### config.mk
export PLATFORM = sky130hd
export DESIGN_NAME = zigzag_acc
export DESIGN_NICKNAME = d
export VERILOG_FILES = /design/src/rtl/zz_defs.sv /design/src/rtl/zz_walk_step.sv /design/src/rtl/zigzag_acc.sv
export SDC_FILE = /design/constraint.sdc
export NUM_CORES = 1
export LEC_CHECK = 0
export ABC_AREA = 0
export BUFFER_PORTS_ARGS = -buffer_cell sky130_fd_sc_hd__buf_2
export CORE_MARGIN = 4
export CORE_UTILIZATION = 50
export DETAILED_ROUTE_END_ITERATION = 10
export PLACE_DENSITY = 0.69
export REMOVE_ABC_BUFFERS = 1
export SLEW_MARGIN = 20
export SYNTH_ARGS = -nofsm -noshare
export SYNTH_HDL_FRONTEND = slang
export SYNTH_SLANG_ARGS = --single-unit
### constraint.sdc
create_clock -name clk -period 8.2 [get_ports clk]
set_input_delay 0 -clock clk [delete_from_list [all_inputs] [get_ports clk]]
set_output_delay 0 -clock clk [all_outputs]
set_load 0.01 [all_outputs]
### src/rtl/zz_defs.sv
// Shared definitions for the zig-zag bit-plane accumulator: default precision
// width, position-register width rule and FSM state encoding.
package zz_defs;

  localparam int ZZ_BPREC = 4;

  // Walk position registers need one bit more than pw/pd so diagonal sums fit.
  function automatic int zz_sump_w(input int bprec);
    return bprec + 1;
  endfunction

  typedef enum logic {
    ST_IDLE = 1'b0,
    ST_ACC  = 1'b1
  } zz_state_e;

endpackage

### src/rtl/zz_walk_step.sv
// Combinational next-position step of the zig-zag (offw, offd) bit-plane walk.
// Shared between the accumulator and the address generator.
module zz_walk_step
  import zz_defs::*;
#(
  parameter int W = zz_sump_w(ZZ_BPREC)
) (
  input  logic [W-1:0] i_iw,
  input  logic [W-1:0] i_id,
  input  logic [W-1:0] i_pw,
  input  logic [W-1:0] i_pd,
  output logic [W-1:0] o_iw_n,
  output logic [W-1:0] o_id_n,
  output logic         o_sh,
  output logic         o_wrap
);

  localparam logic [W-1:0] ONE = W'(1);

  logic [W-1:0] w_iw;
  logic [W-1:0] w_id;

  always_comb begin
    o_sh   = (i_iw == '0) | (i_id == i_pd - ONE);
    o_wrap = 1'b0;
    w_id   = i_id + ONE;
    w_iw   = i_iw - ONE;
    // End of a diagonal: jump to the start of the next one, clamped into the grid.
    if (o_sh) begin
      w_iw = w_iw + w_id + ONE;
      w_id = '0;
      if (w_iw >= i_pw + i_pd - ONE) begin
        w_iw   = '0;
        w_id   = '0;
        o_wrap = 1'b1;
      end else if (w_iw >= i_pw) begin
        w_id = w_iw - i_pw + ONE;
        w_iw = w_iw - w_id;
      end else if (w_id >= i_pd) begin
        w_iw = w_id - i_pd + ONE;
        w_id = w_id - w_iw;
      end
    end
    o_iw_n = w_iw;
    o_id_n = w_id;
  end

endmodule

### src/rtl/zigzag_acc.sv
// Zig-zag bit-plane product accumulator: sign-corrects and shift-accumulates popcounts.
// Optional shift cross-check against the producer's in_sh: define ZIGZAG_ACC_SH_CHECK_EN.
module zigzag_acc
  import zz_defs::*;
#(
  parameter int BPREC = ZZ_BPREC,
  parameter int BPP   = 8,
  parameter int BACC  = 32
) (
  input  logic                   clk,
  input  logic                   clr,
  input  logic [BPREC-1:0]       pw,
  input  logic [BPREC-1:0]       pd,
  input  logic                   sw,
  input  logic                   sd,
  input  logic                   in_valid,
  input  logic [BPP-1:0]         in_pp,
  input  logic                   in_sh,
  output logic                   out_valid,
  output logic signed [BACC-1:0] out_acc,
  output logic                   busy,
  output logic                   err
);

  localparam int W = zz_sump_w(BPREC);
  localparam logic [W-1:0] ONE = W'(1);

  function automatic logic [W-1:0] f_eff_prec(input logic [BPREC-1:0] p);
    return (p == '0) ? ONE : W'(p);
  endfunction

  function automatic logic signed [BACC-1:0] f_term(input logic [BPP-1:0] pp, input logic neg);
    logic signed [BACC-1:0] v;
    v = $signed(BACC'(pp));
    return neg ? -v : v;
  endfunction

  zz_state_e              r_state;
  logic [W-1:0]           r_pw, r_pd, r_iw, r_id;
  logic                   r_sw, r_sd, r_newdiag, r_busy, r_out_valid;
  logic signed [BACC-1:0] r_acc, r_out_acc;

  logic                   w_first, w_sw, w_sd, w_sh, w_wrap, w_neg;
  logic [W-1:0]           w_pw, w_pd, w_iw_n, w_id_n;
  logic signed [BACC-1:0] w_term, w_acc_n;

  // Precision and signedness come live from the ports only on the first term.
  assign w_first = (r_state == ST_IDLE);
  assign w_pw    = w_first ? f_eff_prec(pw) : r_pw;
  assign w_pd    = w_first ? f_eff_prec(pd) : r_pd;
  assign w_sw    = w_first ? sw : r_sw;
  assign w_sd    = w_first ? sd : r_sd;

  zz_walk_step #(.W(W)) u_step (
    .i_iw   (r_iw),
    .i_id   (r_id),
    .i_pw   (w_pw),
    .i_pd   (w_pd),
    .o_iw_n (w_iw_n),
    .o_id_n (w_id_n),
    .o_sh   (w_sh),
    .o_wrap (w_wrap)
  );

  assign w_neg  = (w_sw & (r_iw == '0) & (w_pw > ONE)) ^ (w_sd & (r_id == '0) & (w_pd > ONE));
  assign w_term = f_term(in_pp, w_neg);

  always_comb begin
    w_acc_n = r_acc + w_term;
    if (w_first)
      w_acc_n = w_term;
    else if (r_newdiag)
      w_acc_n = (r_acc <<< 1) + w_term;
  end

  // Term acceptance / walk / completion stage
  always_ff @(posedge clk) begin
    if (clr) begin
      r_state     <= ST_IDLE;
      r_pw        <= ONE;
      r_pd        <= ONE;
      r_sw        <= 1'b0;
      r_sd        <= 1'b0;
      r_iw        <= '0;
      r_id        <= '0;
      r_newdiag   <= 1'b0;
      r_busy      <= 1'b0;
      r_acc       <= '0;
      r_out_acc   <= '0;
      r_out_valid <= 1'b0;
    end else begin
      r_out_valid <= 1'b0;
      if (in_valid) begin
        r_iw      <= w_iw_n;
        r_id      <= w_id_n;
        r_newdiag <= w_sh & ~w_wrap;
        r_acc     <= w_acc_n;
        if (w_first) begin
          r_pw <= w_pw;
          r_pd <= w_pd;
          r_sw <= w_sw;
          r_sd <= w_sd;
        end
        if (w_wrap) begin
          r_state     <= ST_IDLE;
          r_busy      <= 1'b0;
          r_out_acc   <= w_acc_n;
          r_out_valid <= 1'b1;
        end else begin
          r_state <= ST_ACC;
          r_busy  <= 1'b1;
        end
      end
    end
  end

`ifdef ZIGZAG_ACC_SH_CHECK_EN
  logic r_err;

  always_ff @(posedge clk) begin
    if (clr)
      r_err <= 1'b0;
    else if (in_valid && !w_first && (in_sh != r_newdiag))
      r_err <= 1'b1;
  end

  assign err = r_err;
`else
  logic w_unused_sh;
  assign w_unused_sh = in_sh;
  assign err         = 1'b0;
`endif

  assign out_valid = r_out_valid;
  assign out_acc   = r_out_acc;
  assign busy      = r_busy;

endmodule

==> Word level (Yosys, flattened, before mapping) <==
Cells that the tools add are included.
{ "totals": {"regBits": 89, "inputBits": 22, "word_cells": 71} }
{ "op_classes": {"n_addsub": 16, "order_cmp": 5, "n_eq_ne": 1, "mux": 21, "n_bitwise": 10, "reduce_logical": 7} }
{ "op_table": {"columns": ["operator", "n"], "rows": [
  ["2-to-1 mux 32 bit", 3],
  ["adder 32 bit", 2],
  ["2-to-1 mux 5 bit", 10],
  ["negator 8 -> 32 bit", 1],
  ["adder 5 x 1 -> 5 bit (second input constant)", 4],
  ["subtractor 5 x 1 -> 5 bit (second input constant)", 3],
  ["adder 5 bit", 2],
  [">= comparator 5 bit", 2],
  ["> comparator 5 x 1 -> 1 bit (second input constant)", 2],
  ["zero test 5 bit", 2],
  ["subtractor 1 x 5 -> 5 bit (first input constant)", 2],
  ["subtractor 5 bit", 2],
  ["zero test 4 bit", 2],
  ["2-to-1 mux 4 bit", 2],
  ["2-to-1 mux 1 bit", 6],
  ["bitwise AND 1 bit", 5],
  ["== test 5 bit", 1],
  [">= comparator 1 x 5 -> 1 bit (first input constant)", 1],
  ["AND reduction 2 bit", 2],
  ["NOT 1 bit", 3],
  ["OR reduction 2 bit", 1],
  ["bitwise OR 1 bit", 1],
  ["bitwise XOR 1 bit", 1]
]} }

==> Longest topological paths before layout <==
{ "logic_depth": {"ltp_word": 10, "mapped_depth": 26} }

==> Cells and area by module <==
Synthesis repeated with hierarchy kept, for this count alone.
{ "hier_totals": {"hier_cells": 1118, "hier_area_um2": 8654.6} }
{ "modules_own_cells": {"columns": ["mod", "instances", "cells_each", "area_per_inst_um2"], "rows": [
  ["zigzag_acc", 1, 924, 7099.3],
  ["zz_walk_step", 1, 194, 1555.2]
]} }

==> Least setup slack after synthesis <==
Ideal clock, no wire load.
{ "synth_path": {"kind": "register to register", "startpoint": "reg, netlist name busy", "endpoint": "reg r_out_acc[31], in the netlist out_acc[31]", "setup_ps": 69, "arrival_ps": 6488, "required_time_ps": 8131, "slack_ps": 1643, "path_stages_with_launch": 25, "path_buffers": 6, "synth_period_minus_slack_ps": 6557, "cell_sequence": "dfxtp_1 > buf_2 > buf_4 > clkbuf_1 > clkbuf_1 > buf_1 > mux2i_1 > ha_1 > o22ai_1 > nand2_1 > xnor2_1 > clkbuf_1 > a21boi_0 > ha_1 > a211o_1 > or2_2 > a31oi_1 > o2111ai_1 > a31oi_2 > o41ai_2 > a2111o_1 > o311ai_2 > mux2_4 > or4_1 > o21ai_1"} }
{ "synth_rtl": {"columns": ["item", "line_no", "rtl"], "rows": [
  ["end signal: assignment", "zigzag_acc.sv:107", "r_out_acc <= w_acc_n;"],
  ["end: declaration", "zigzag_acc.sv:41", "logic signed [BACC-1:0] r_acc, r_out_acc;"]
]} }

==> run_results.csv <==
group,metric,value,unit
synth,avgSynthCellArea,7.627,um^2
sta,report.final.slew_viol_count,0,
setup_path,rrSetupSlack,1.49,ns
setup_path,crit_end,"r_acc[27]",
place,portBuffers,54,
drt,drt_wl_total,24.76,mm
drt,drc,0,
drt,drt-initial-drc-count,561,
global_route,overflow,0,
sta,finClkSkew,0.01389,ns
setup_path,start_kind,"flip-flop",
cts,cts.path.max_buffers,2,
synth,yosys_warnings,0,
synth,seq_area_frac_synth,20.22,%
setup_path,regToRegEndpoint,"r_acc[27]",
synth,synthArstFlopShare,0,%
drt,dr.pass1.iters,5,
setup_path,endpoint_kind,"flip-flop",
sta,fin_crit_sh,81.81,%
cts,cts_tree,"yes",
cts,holdBufCountCts,9,
setup_path,critPathRequiredTime,8.50,ns
cts,clock-sinks,89,
cts,cts_resized,0,
cts,post_cts_buffers,0,
setup_path,cp_data_arrival_time,7.01,ns
setup_path,worstRegToRegCells,19,
floorplanning,die_h,140.7,um
synth,ys.flop_type,"dfxtp_1",
global_route,grt_first_pass_wirelength,40.28,mm
min_path,hold_depth,3,
drt,post_drt_via_cell_ratio,5.960,
synth,synth_cells,1155,
setup_path,timing.critical_path.from,"busy",
global_route,antenna_found_initial,0,
floorplanning,die_x,140.7,um
synth,synth.distinct_cells,83,
cts,root_buffer,"clkbuf_16",
final_layout,diodes,0,
outcome,status,"complete, no violations",
sta,fmax,149.1,MHz
sta,rsz0062_at_grt,"false",
setup_path,r2r_start,"busy",
floorplanning,boundaryPins,57,
global_route,grt_max_degree,53,
global_route,grt_pass1_vias,7823,
synth,yosys_register_bits,89,
floorplanning,dieArea,0.01981,mm^2
sta,relSlewSlack,30.80,%
final_layout,area_growth,9.317,%
sta,worst_pin_slew,1.033,ns
floorplanning,rows,48,
sta,fin_crit,6.708,ns
place,place.gp.congestion,0.9885,
sta,finalHoldViolCount,0,
drt,ant_nets,0,
setup_path,path_class,"reg -> reg",
cts,clkLatencyLatePin,0.36,ns
cts,clkTransAtPathRegs,0.07,ns
final_layout,nNetsFinal,1306,
synth,synth-edff-count,0,
global_route,groute.usage.overall,24.78,%
sta,finalSetupViolations,0,
drt,detail_route.wl_per_cell,17.52,um
setup_path,cp_max_fo,34,
synth,synth.cell_area,0.008810,mm^2
floorplanning,core_area,0.01730,mm^2
final_layout,fillers,1725,
place,dp.final_hpwl,17.86,mm
flow_run,max_cap_viol_count,0,
drt,vias,8421,
cts,cts_buffers,9,
floorplanning,initial_core_util,50.93,%
final_layout,final_common_cell,"a21oi_1",
final_layout,mostFrequentLayoutCells,"124 x a21oi_1, 122 x nand2_1, 104 x nor2_1",
min_path,hold_class,"in -> reg",
final_layout,drive_gt1_share,10.02,%
cts,h-tree-depth,3,
sta,fin_setup_tns,0,ns
critical path: stages, from the launching register on:
cell and delay (ns):
dfxtp_2 0.50, buf_4 0.39, mux2i_1 0.49, ha_1 0.37, a311oi_4 0.17, xnor2_1 0.72, o21ai_0 0.38, ha_1 0.32
fa_1 0.43, a211oi_1 0.34, o21ai_0 0.20, nand2_1 0.11, o31ai_1 0.09, maj3_1 0.43, a31oi_1 0.30, o21ai_1 0.26
a21oi_1 0.29, o21ai_0 0.12, a211oi_1 0.52, a32o_1 0.21
synthesized netlist by cell type, types with 17 or more instances:
| cell | n | area (um^2) |
|---|---|---|
| nand3_1 | 39 | 195.2 |
| mux2i_1 | 21 | 210.2 |
| a21o_1 | 27 | 202.7 |
| o21ai_0 | 51 | 255.2 |
| a21oi_1 | 124 | 620.6 |
| xnor2_1 | 57 | 499.2 |
| xor2_1 | 27 | 236.5 |
| nand2b_1 | 17 | 106.4 |
| nor3_1 | 22 | 110.1 |
| o211ai_1 | 23 | 172.7 |
| ha_1 | 95 | 1189 |
| dfxtp_1 | 89 | 1782 |
| a211oi_1 | 29 | 217.7 |
| clkbuf_1 | 49 | 183.9 |
| nor2_1 | 104 | 390.4 |
| nand2_1 | 122 | 457.9 |
| inv_1 | 48 | 180.2 |
per-layer routing:
metal	GRT usage, %	part of all wire, %	up-vias
met3	2.239	4.3	38
met1	34.26	47	3893
met4	8.414	2.4	0
li1	-	-	4263
met5	0	0	-
met2	40.68	46	227
stage by stage:
| step | worst slack, ns | instance area, um^2 | cells | util (%) | hold slack (ns) |
|---|---|---|---|---|---|
| after global routing | 0.9774 | 9630 | 1413 | 55.68 | 0.2124 |
| after detailed placement | 1.540 | 9236 | 1388 | 53.40 | 0.2819 |
| after floorplan | 1.103 | 8549 | 1092 | - | 0.06907 |
| after global placement | 1.699 | 9236 | 1388 | 53.40 | 0.2739 |
| after CTS | 1.543 | 9630 | 1413 | 55.68 | 0.1857 |
| final | 1.492 | 9630 | 1413 | 55.68 | 0.1901 |
registers in the layout, summed over array words and instances (netlist names):
register   count
out_valid      1
r_pd           5
r_pw           5
r_sd           1
r_id           5
r_newdiag      1
r_sw           1
r_iw           5
busy           1
out_acc       32
r_acc         32
cell type report:
type,instances,area [um^2],share of cell area (%)
sequential,89,1784,18.53
timing repair buffer,80,488.0,5.067
clock buffer,10,239.0,2.481
tap,225,281.5,2.923
inverter,50,192.7,2.001
clock inverter,6,65.06,0.6756
multi-input combinational,953,6580,68.33
how the worst min path moves through the flow:
| stage | from | to | slack (ns) |
|---|---|---|---|
| 5_1_grt | clr | r_acc[12] | 0.21 |
| 6_report | clr | r_acc[6] | 0.19 |
| 4_1_cts | in_pp[0] | out_acc[0] | 0.19 |
| 3_5_place_dp | pw[3] | r_pw[3] | 0.28 |
| 2_1_floorplan | clr | out_acc[10] | 0.07 |
| 3_3_place_gp | pw[1] | r_pw[1] | 0.27 |
kinds of logic (layout without fill, tap and decap cells):
family	Yosys count	count (layout)	synth area share, %
AOI/OAI and AO/OA	366	366	27.74
and+or+nand+nor	366	366	19.39
buffers and inverters	113	146	5.141
adders and majority gates	111	111	16.02
DFF	89	89	20.22
xor gates and xnor gates	84	84	8.351
muxes	25	25	3.096
other	1	1	0.04257
Power is left out: the tool's default activity adds up to more than one toggle a clock period on the data nets, which glitch-free logic cannot reach.
